`src/rtl/proto_stream_arbiter_if.sv`:
```
// Bundle of signals between the stream arbiter, its requesters and the protobuf deserializer.
// The master side is the arbiter; the slave side is the requesters plus the downstream deserializer.
interface proto_stream_arbiter_if #(
    parameter int NUM_REQ = 4,
    parameter int GRANT_W = $clog2(NUM_REQ)
);
    logic [NUM_REQ*8-1:0] req_data_i;
    logic [NUM_REQ-1:0]   req_valid_i;
    logic [NUM_REQ-1:0]   req_ready_o;
    logic [7:0]           protoStream_o;
    logic                 protoStream_valid_o;
    logic                 protoStream_ready_i;
    logic                 msg_start_o;
    logic                 msg_last_o;
    logic [GRANT_W-1:0]   grant_o;
    logic                 grant_valid_o;
    logic                 len_err_o;
    logic [NUM_REQ-1:0]   err_mask_o;

    modport master (
        input  req_data_i,
        input  req_valid_i,
        input  protoStream_ready_i,
        output req_ready_o,
        output protoStream_o,
        output protoStream_valid_o,
        output msg_start_o,
        output msg_last_o,
        output grant_o,
        output grant_valid_o,
        output len_err_o,
        output err_mask_o
    );

    modport slave (
        output req_data_i,
        output req_valid_i,
        output protoStream_ready_i,
        input  req_ready_o,
        input  protoStream_o,
        input  protoStream_valid_o,
        input  msg_start_o,
        input  msg_last_o,
        input  grant_o,
        input  grant_valid_o,
        input  len_err_o,
        input  err_mask_o
    );
endinterface

```
`src/rtl/proto_stream_arbiter.sv`:
```
// Round-robin arbiter feeding one protobuf deserializer from several length-prefixed byte streams.
// The varint length prefix is consumed here; only framed payload bytes go downstream.
module proto_stream_arbiter #(
    parameter int NUM_REQ       = 4,
    parameter int LEN_W         = 16,
    parameter int MAX_LEN_BYTES = 3
) (
    input  logic                  clk_i,
    input  logic                  reset_ni,
    proto_stream_arbiter_if.master bus
);
    localparam int GRANT_W = $clog2(NUM_REQ);
    localparam int ACC_W   = 7 * MAX_LEN_BYTES;
    localparam int K_W     = (MAX_LEN_BYTES > 1) ? $clog2(MAX_LEN_BYTES) : 1;

    localparam logic [1:0] ST_ARB     = 2'd0;
    localparam logic [1:0] ST_LEN     = 2'd1;
    localparam logic [1:0] ST_PAYLOAD = 2'd2;
    localparam logic [1:0] ST_ERR     = 2'd3;

    logic [1:0]         state_reg,         state_next;
    logic [GRANT_W-1:0] grant_reg,         grant_next;
    logic [GRANT_W-1:0] rr_ptr_reg,        rr_ptr_next;
    logic [ACC_W-1:0]   len_acc_reg,       len_acc_next;
    logic [K_W-1:0]     k_reg,             k_next;
    logic [LEN_W-1:0]   remaining_reg,     remaining_next;
    logic               first_pending_reg, first_pending_next;
    logic [NUM_REQ-1:0] err_mask_reg,      err_mask_next;

    logic [7:0]         req_byte [NUM_REQ];
    logic [NUM_REQ-1:0] eligible;
    logic [7:0]         owner_byte;
    logic               owner_valid;
    logic               in_len;
    logic               in_payload;
    logic               xfer;
    logic [GRANT_W-1:0] grant_succ;
    logic [ACC_W-1:0]   acc_shifted;
    logic               acc_ovf;
    logic               len_error;
    logic               arb_found;
    logic [GRANT_W-1:0] arb_idx;
    logic [GRANT_W-1:0] arb_cand;

    genvar gi;

    generate
        for (gi = 0; gi < NUM_REQ; gi++) begin : g_req
            assign req_byte[gi] = bus.req_data_i[gi*8 +: 8];
            assign eligible[gi] = bus.req_valid_i[gi] & ~err_mask_reg[gi];
            // Only the owner ever sees ready: always in LEN, gated by downstream in PAYLOAD.
            assign bus.req_ready_o[gi] = (grant_reg == GRANT_W'(gi)) &
                                         (in_len | (in_payload & bus.protoStream_ready_i));
        end
    endgenerate

    assign owner_byte  = req_byte[grant_reg];
    assign owner_valid = bus.req_valid_i[grant_reg];
    assign in_len      = (state_reg == ST_LEN);
    assign in_payload  = (state_reg == ST_PAYLOAD);
    assign xfer        = in_payload & owner_valid & bus.protoStream_ready_i;
    assign grant_succ  = (grant_reg == GRANT_W'(NUM_REQ - 1)) ? '0 : grant_reg + GRANT_W'(1);

    // Each prefix byte lands in its own 7-bit slot; slots above k are still zero, so this is an OR-in.
    generate
        for (gi = 0; gi < MAX_LEN_BYTES; gi++) begin : g_acc
            assign acc_shifted[gi*7 +: 7] = (k_reg == K_W'(gi)) ? owner_byte[6:0]
                                                                  : len_acc_reg[gi*7 +: 7];
        end
        if (ACC_W > LEN_W) begin : g_ovf
            assign acc_ovf = |acc_shifted[ACC_W-1:LEN_W];
        end else begin : g_no_ovf
            assign acc_ovf = 1'b0;
        end
    endgenerate

    assign len_error = (owner_byte[7] & (k_reg == K_W'(MAX_LEN_BYTES - 1))) | acc_ovf;

    // First eligible index at or after the round-robin pointer, wrapping.
    always_comb begin
        arb_found = 1'b0;
        arb_idx   = rr_ptr_reg;
        arb_cand  = rr_ptr_reg;
        for (int i = 0; i < NUM_REQ; i++) begin
            arb_cand = GRANT_W'((int'(rr_ptr_reg) + i) % NUM_REQ);
            if (!arb_found && eligible[arb_cand]) begin
                arb_found = 1'b1;
                arb_idx   = arb_cand;
            end
        end
    end

    always_comb begin
        state_next         = state_reg;
        grant_next         = grant_reg;
        rr_ptr_next        = rr_ptr_reg;
        len_acc_next       = len_acc_reg;
        k_next             = k_reg;
        remaining_next     = remaining_reg;
        first_pending_next = first_pending_reg;
        err_mask_next      = err_mask_reg;
        case (state_reg)
            ST_ARB: begin
                if (arb_found) begin
                    grant_next   = arb_idx;
                    len_acc_next = '0;
                    k_next       = '0;
                    state_next   = ST_LEN;
                end
            end
            ST_LEN: begin
                if (owner_valid) begin
                    len_acc_next = acc_shifted;
                    k_next       = k_reg + K_W'(1);
                    if (len_error) begin
                        err_mask_next[grant_reg] = 1'b1;
                        state_next               = ST_ERR;
                    end else if (!owner_byte[7]) begin
                        if (acc_shifted == '0) begin
                            // Empty message: nothing to forward, just hand the turn on.
                            rr_ptr_next = grant_succ;
                            state_next  = ST_ARB;
                        end else begin
                            remaining_next     = acc_shifted[LEN_W-1:0];
                            first_pending_next = 1'b1;
                            state_next         = ST_PAYLOAD;
                        end
                    end
                end
            end
            ST_PAYLOAD: begin
                if (xfer) begin
                    remaining_next     = remaining_reg - LEN_W'(1);
                    first_pending_next = 1'b0;
                    if (remaining_reg == LEN_W'(1)) begin
                        rr_ptr_next = grant_succ;
                        state_next  = ST_ARB;
                    end
                end
            end
            default: begin
                state_next = ST_ARB;
            end
        endcase
    end

    always_ff @(posedge clk_i) begin
        if (!reset_ni) begin
            state_reg         <= ST_ARB;
            grant_reg         <= '0;
            rr_ptr_reg        <= '0;
            len_acc_reg       <= '0;
            k_reg             <= '0;
            remaining_reg     <= '0;
            first_pending_reg <= 1'b0;
            err_mask_reg      <= '0;
        end else begin
            state_reg         <= state_next;
            grant_reg         <= grant_next;
            rr_ptr_reg        <= rr_ptr_next;
            len_acc_reg       <= len_acc_next;
            k_reg             <= k_next;
            remaining_reg     <= remaining_next;
            first_pending_reg <= first_pending_next;
            err_mask_reg      <= err_mask_next;
        end
    end

    assign bus.protoStream_o       = in_payload ? owner_byte : 8'h00;
    assign bus.protoStream_valid_o = in_payload & owner_valid;
    assign bus.msg_start_o         = in_payload & owner_valid & first_pending_reg;
    assign bus.msg_last_o          = in_payload & owner_valid & (remaining_reg == LEN_W'(1));
    assign bus.grant_o             = grant_reg;
    assign bus.grant_valid_o       = in_len | in_payload;
    assign bus.len_err_o           = (state_reg == ST_ERR);
    assign bus.err_mask_o          = err_mask_reg;
endmodule
```
`src/flat_wrapper.sv`:
```
// flat-port wrapper written by rule: the top's interface ports become plain ports
module proto_stream_arbiter_flat 
#(
    parameter int NUM_REQ       = 4,
    parameter int LEN_W         = 16,
    parameter int MAX_LEN_BYTES = 3
)
  (clk_i, reset_ni, bus_req_data_i, bus_req_valid_i, bus_protoStream_ready_i, bus_req_ready_o, bus_protoStream_o, bus_protoStream_valid_o, bus_msg_start_o, bus_msg_last_o, bus_grant_o, bus_grant_valid_o, bus_len_err_o, bus_err_mask_o);
  proto_stream_arbiter_if #(.NUM_REQ(NUM_REQ)) bus_i ();
  input  logic clk_i;
  input  logic reset_ni;
  input wire logic [$bits(bus_i.req_data_i)-1:0] bus_req_data_i;
  input wire logic [$bits(bus_i.req_valid_i)-1:0] bus_req_valid_i;
  input wire logic [$bits(bus_i.protoStream_ready_i)-1:0] bus_protoStream_ready_i;
  output wire logic [$bits(bus_i.req_ready_o)-1:0] bus_req_ready_o;
  output wire logic [$bits(bus_i.protoStream_o)-1:0] bus_protoStream_o;
  output wire logic [$bits(bus_i.protoStream_valid_o)-1:0] bus_protoStream_valid_o;
  output wire logic [$bits(bus_i.msg_start_o)-1:0] bus_msg_start_o;
  output wire logic [$bits(bus_i.msg_last_o)-1:0] bus_msg_last_o;
  output wire logic [$bits(bus_i.grant_o)-1:0] bus_grant_o;
  output wire logic [$bits(bus_i.grant_valid_o)-1:0] bus_grant_valid_o;
  output wire logic [$bits(bus_i.len_err_o)-1:0] bus_len_err_o;
  output wire logic [$bits(bus_i.err_mask_o)-1:0] bus_err_mask_o;
  assign bus_i.req_data_i = bus_req_data_i;
  assign bus_i.req_valid_i = bus_req_valid_i;
  assign bus_i.protoStream_ready_i = bus_protoStream_ready_i;
  assign bus_req_ready_o = bus_i.req_ready_o;
  assign bus_protoStream_o = bus_i.protoStream_o;
  assign bus_protoStream_valid_o = bus_i.protoStream_valid_o;
  assign bus_msg_start_o = bus_i.msg_start_o;
  assign bus_msg_last_o = bus_i.msg_last_o;
  assign bus_grant_o = bus_i.grant_o;
  assign bus_grant_valid_o = bus_i.grant_valid_o;
  assign bus_len_err_o = bus_i.len_err_o;
  assign bus_err_mask_o = bus_i.err_mask_o;
  proto_stream_arbiter #(.NUM_REQ(NUM_REQ), .LEN_W(LEN_W), .MAX_LEN_BYTES(MAX_LEN_BYTES)) u_core (.clk_i(clk_i), .reset_ni(reset_ni), .bus(bus_i));
endmodule
```
`config.mk`:
```
export PLATFORM = sky130hd
export DESIGN_NAME = proto_stream_arbiter_flat
export DESIGN_NICKNAME = d
export VERILOG_FILES = /design/src/rtl/proto_stream_arbiter_if.sv /design/src/rtl/proto_stream_arbiter.sv /design/src/flat_wrapper.sv
export SDC_FILE = /design/constraint.sdc
export NUM_CORES = 1
export LEC_CHECK = 0
export BUFFER_PORTS_ARGS = -buffer_cell sky130_fd_sc_hd__buf_2
export CORE_MARGIN = 4
export CORE_UTILIZATION = 45
export DETAILED_ROUTE_END_ITERATION = 10
export PLACE_DENSITY = 0.76
export SYNTH_ARGS = -nofsm -noshare
export SYNTH_HDL_FRONTEND = slang
export SYNTH_SLANG_ARGS = --single-unit
```
`constraint.sdc`:
```
create_clock -name clk_i -period 8.04 [get_ports clk_i]
set_clock_uncertainty 0.2 [all_clocks]
set_input_delay 0 -clock clk_i [delete_from_list [all_inputs] [get_ports clk_i]]
set_output_delay 0 -clock clk_i [all_outputs]
set_load 0.05 [all_outputs]
```
==> impl_metrics.py <==
metrics = {
    "worst_setup_path": {
        "crit_required_ns": 8.08,
        "cp.arrival_ns": 4.29,
        "worstPathMaxFanout": 20,
        "path_class": "flop to flop",
        "crit_path_end_kind": "flop",
        "start_kind": "flop",
    },
    "route": {
        "dr.first_iter.drc_count": 385,
        "finalWirelength_um": 9894,
        "via_per_inst": 6.149,
        "wire_per_inst_um": 17.30,
        "via_count": 3517,
        "antenna_left": 0,
        "drcViolationCount": 0,
        "first_pass_iters": 5,
    },
    "timing": {
        "holdWs_ns": 0.1033,
        "fin_tns_setup_ns": 0,
        "post-route-period-util": 0.5288,
        "setup_viol": 0,
        "worstMarginPinSlew_ns": 0.9741,
        "rsz0062_at_grt": "no",
        "slew_headroom": 0.3496,
        "min_period_ns": 4.252,
        "hold_violations": 0,
        "fmax_mhz": 235.2,
        "slew_violations": 0,
    },
    "logic_synthesis": {
        "ys.flop_type": "dfxtp_1",
        "syn_inst": 425,
        "synth-xor-area-share": 0,
        "synth_edf_count": 0,
        "synth_compound_area_frac": 0.2343,
        "ys_warn_count": 0,
        "synth_area_um2": 3412,
        "synth-seq-area-share": 0.2934,
        "synth.distinct_cells": 53,
        "synth_top_family_by_area": "simple AND/OR/NAND/NOR gates",
        "ys_seq_elements": 50,
        "avgSynthCellArea_um2": 8.028,
        "synthMuxAreaShare": 0.1386,
        "syn-num-nets": 477,
        "synthArstFlopShare": 0,
        "yosys.area_share.adder": 0.04767,
        "synth_simple_gate_area_frac": 0.2376,
    },
    "clock_tree": {
        "htreeDepth": 2,
        "cts_buffers": 5,
        "clockBufferDepth": 2,
        "clk-insertion-delay-late_ns": 0.31,
        "cts_root_buffer": "clkbuf_8",
        "cts.sinks": 50,
        "cts_tree": "done",
        "postCtsSetupBuffers": 0,
        "clk_pin_slew_worst_paths_ns": 0.09,
    },
    "placement": {
        "gp_congestion": 0.8871,
        "place_inst": 562,
        "io_buffers": 61,
        "dp_hpwl_um": 7318,
        "place_area_um2": 3759,
    },
    "floorplan": {
        "start_util": 0.4679,
        "die_w_um": 95.08,
        "core_area_um2": 7292,
        "die_h_um": 95.08,
        "core.rowCount": 31,
        "die-area_um2": 9039,
        "io-pin-count": 62,
    },
    "grt": {
        "antenna_found_initial": 0,
        "grt_pass1_vias": 3362,
        "grt_pass1_wl_um": 16310,
        "grt_overflow": 0,
        "grt_max_degree": 53,
        "grt_usage": 0.2264,
    },
    "finish": {
        "fin_nets": 524,
        "finalCoreUtilization": 0.5307,
        "areaGrowthSynthToFinish_pct": 13.42,
        "drive_above_1_share": 0.1839,
        "stdcell_count": 572,
        "final_area_um2": 3870,
        "largest_register_ffs": 21,
        "n_antenna_cell": 0,
    },
    "pwr": {
        "vdd_ir_drop_max_mv": 0.1415,
        "p_leak_nw": 1.506,
        "power.density_nw_per_um2": 387.9,
    },
    "min_path": {
        "min_path_type": "input port to flop",
    },
    "flow_run": {
        "max-cap-violations": 0,
    },
    "outcome": {
        "status": "finished, final reports clean",
    },
}
where the power goes:
part	internal (mW)	switching [mW]
sequential	0.304	0.0712
clock	0.0696	0.0836
combinational	0.324	0.648
total	0.698	0.803
routing by layer:
| metal | vias up | part of all wire | track usage | wire (um) |
|---|---|---|---|---|
| li1 | 1667 | - | - | - |
| met1 | 1673 | 0.41 | 0.2835 | 4021 |
| met2 | 149 | 0.49 | 0.3802 | 4884 |
| met3 | 28 | 0.067 | 0.03946 | 664 |
| met4 | 0 | 0.033 | 0.09976 | 323 |
| met5 | - | 0 | 0 | 0 |
synth_stat cells (all sizes together) (7+ instances only):
master,number,area [um^2]
a21oi,28,140.1
ha,13,162.7
dfxtp,50,1001
nor2,53,198.9
a22oi,15,112.6
nor3,10,50.05
o21ai,24,120.1
nand3,10,50.05
o22ai,8,50.05
inv,12,45.04
o311ai,7,68.82
nor2b,9,56.30
and2,13,81.33
o211ai,7,52.55
nand2,36,135.1
mux4,7,157.7
mux2i,27,270.3
a32oi,9,86.34
clkbuf,21,78.83
nand4,8,56.30
layout make-up:
type                            count  area (um^2)
Clock inverter                      1        5.005
Inverter                           14        52.55
Fill cell                         736         3422
Multi-Input combinational cell    334         2246
Clock buffer                        7        86.33
Timing Repair Buffer               67        355.3
Sequential cell                    50         1001
Tap cell                           99        123.9
metrics by stage:
| step | total power, mW | worst slack (ns) |
|---|---|---|
| after floorplan | 1.107 | 4.465 |
| after global placement | 1.308 | 3.968 |
| after detailed placement | 1.330 | 3.851 |
| after CTS | 1.485 | 3.827 |
| after global routing | 1.623 | 3.482 |
| final | 1.501 | 3.788 |
cells by family (layout without fill, tap and decap cells):
logic type | Yosys count | after routing
multiplexers | 38 | 38
flip-flops | 50 | 50
adder cells (fa/ha/maj) | 13 | 13
buffers and inverters | 41 | 89
AND/OR/NAND/NOR | 164 | 164
AO/OA/AOI/OAI | 119 | 119
cell usage in the layout, fill, tap and decap left out, types with 4 or more instances in the layout:
| cell | synthesis | final |
|---|---|---|
| mux2i_1 | 27 | 27 |
| nand4_1 | 7 | 7 |
| and3_1 | 4 | 4 |
| mux2_2 | 4 | 4 |
| nor2_1 | 53 | 53 |
| nand2b_1 | 4 | 4 |
| nor2b_1 | 9 | 9 |
| mux4_2 | 7 | 7 |
| o21ai_0 | 23 | 23 |
| nor4_1 | 4 | 4 |
| a21oi_1 | 28 | 28 |
| clkbuf_8 | 0 | 6 |
| a32oi_1 | 8 | 8 |
| nor3b_1 | 4 | 4 |
| dfxtp_1 | 50 | 50 |
| o22ai_1 | 8 | 8 |
| o211ai_1 | 7 | 7 |
| o311ai_0 | 6 | 6 |
| buf_4 | 0 | 4 |
| ha_1 | 13 | 13 |
| nand3_1 | 10 | 10 |
| buf_2 | 3 | 61 |
| nor3_1 | 10 | 10 |
| nand2_1 | 36 | 36 |
| and2_1 | 12 | 12 |
| inv_1 | 12 | 12 |
| a211oi_1 | 6 | 6 |
| a22oi_1 | 15 | 15 |
worst paths after layout:
path | from | endpoint | slack [ns] | cells past startpoint
max | u_core.bus.grant_o[0]$_SDFFE_PN0P_ | u_core.remaining_reg[10]$_SDFFE_PN0P_ | 3.79 | 8
min | bus_req_valid_i[0] | u_core.bus.grant_o[1]$_SDFFE_PN0P_ | 0.10 | 6
max reg2reg | u_core.bus.grant_o[0]$_SDFFE_PN0P_ | u_core.remaining_reg[10]$_SDFFE_PN0P_ | 3.79 | 8
min reg2reg | u_core.remaining_reg[11]$_SDFFE_PN0P_ | u_core.remaining_reg[11]$_SDFFE_PN0P_ | 0.28 | 2
timing repair:
action	in CTS	in global routing
hold endpoints to repair	9	0
gates resized for setup	0	0
endpoints found under the setup margin	0	0
hold buffers	2	0
worst max-delay path, stage by stage, from the launching register on:
cell      delay [ns]
dfxtp_1         0.68
buf_4           0.38
mux4_2          0.64
or4b_1          0.54
a32oi_2         0.24
nand4_2         0.19
o311ai_2        0.88
o21ai_0         0.24
a21oi_1         0.19
Note: power is estimated with default switching activity, not from simulation.
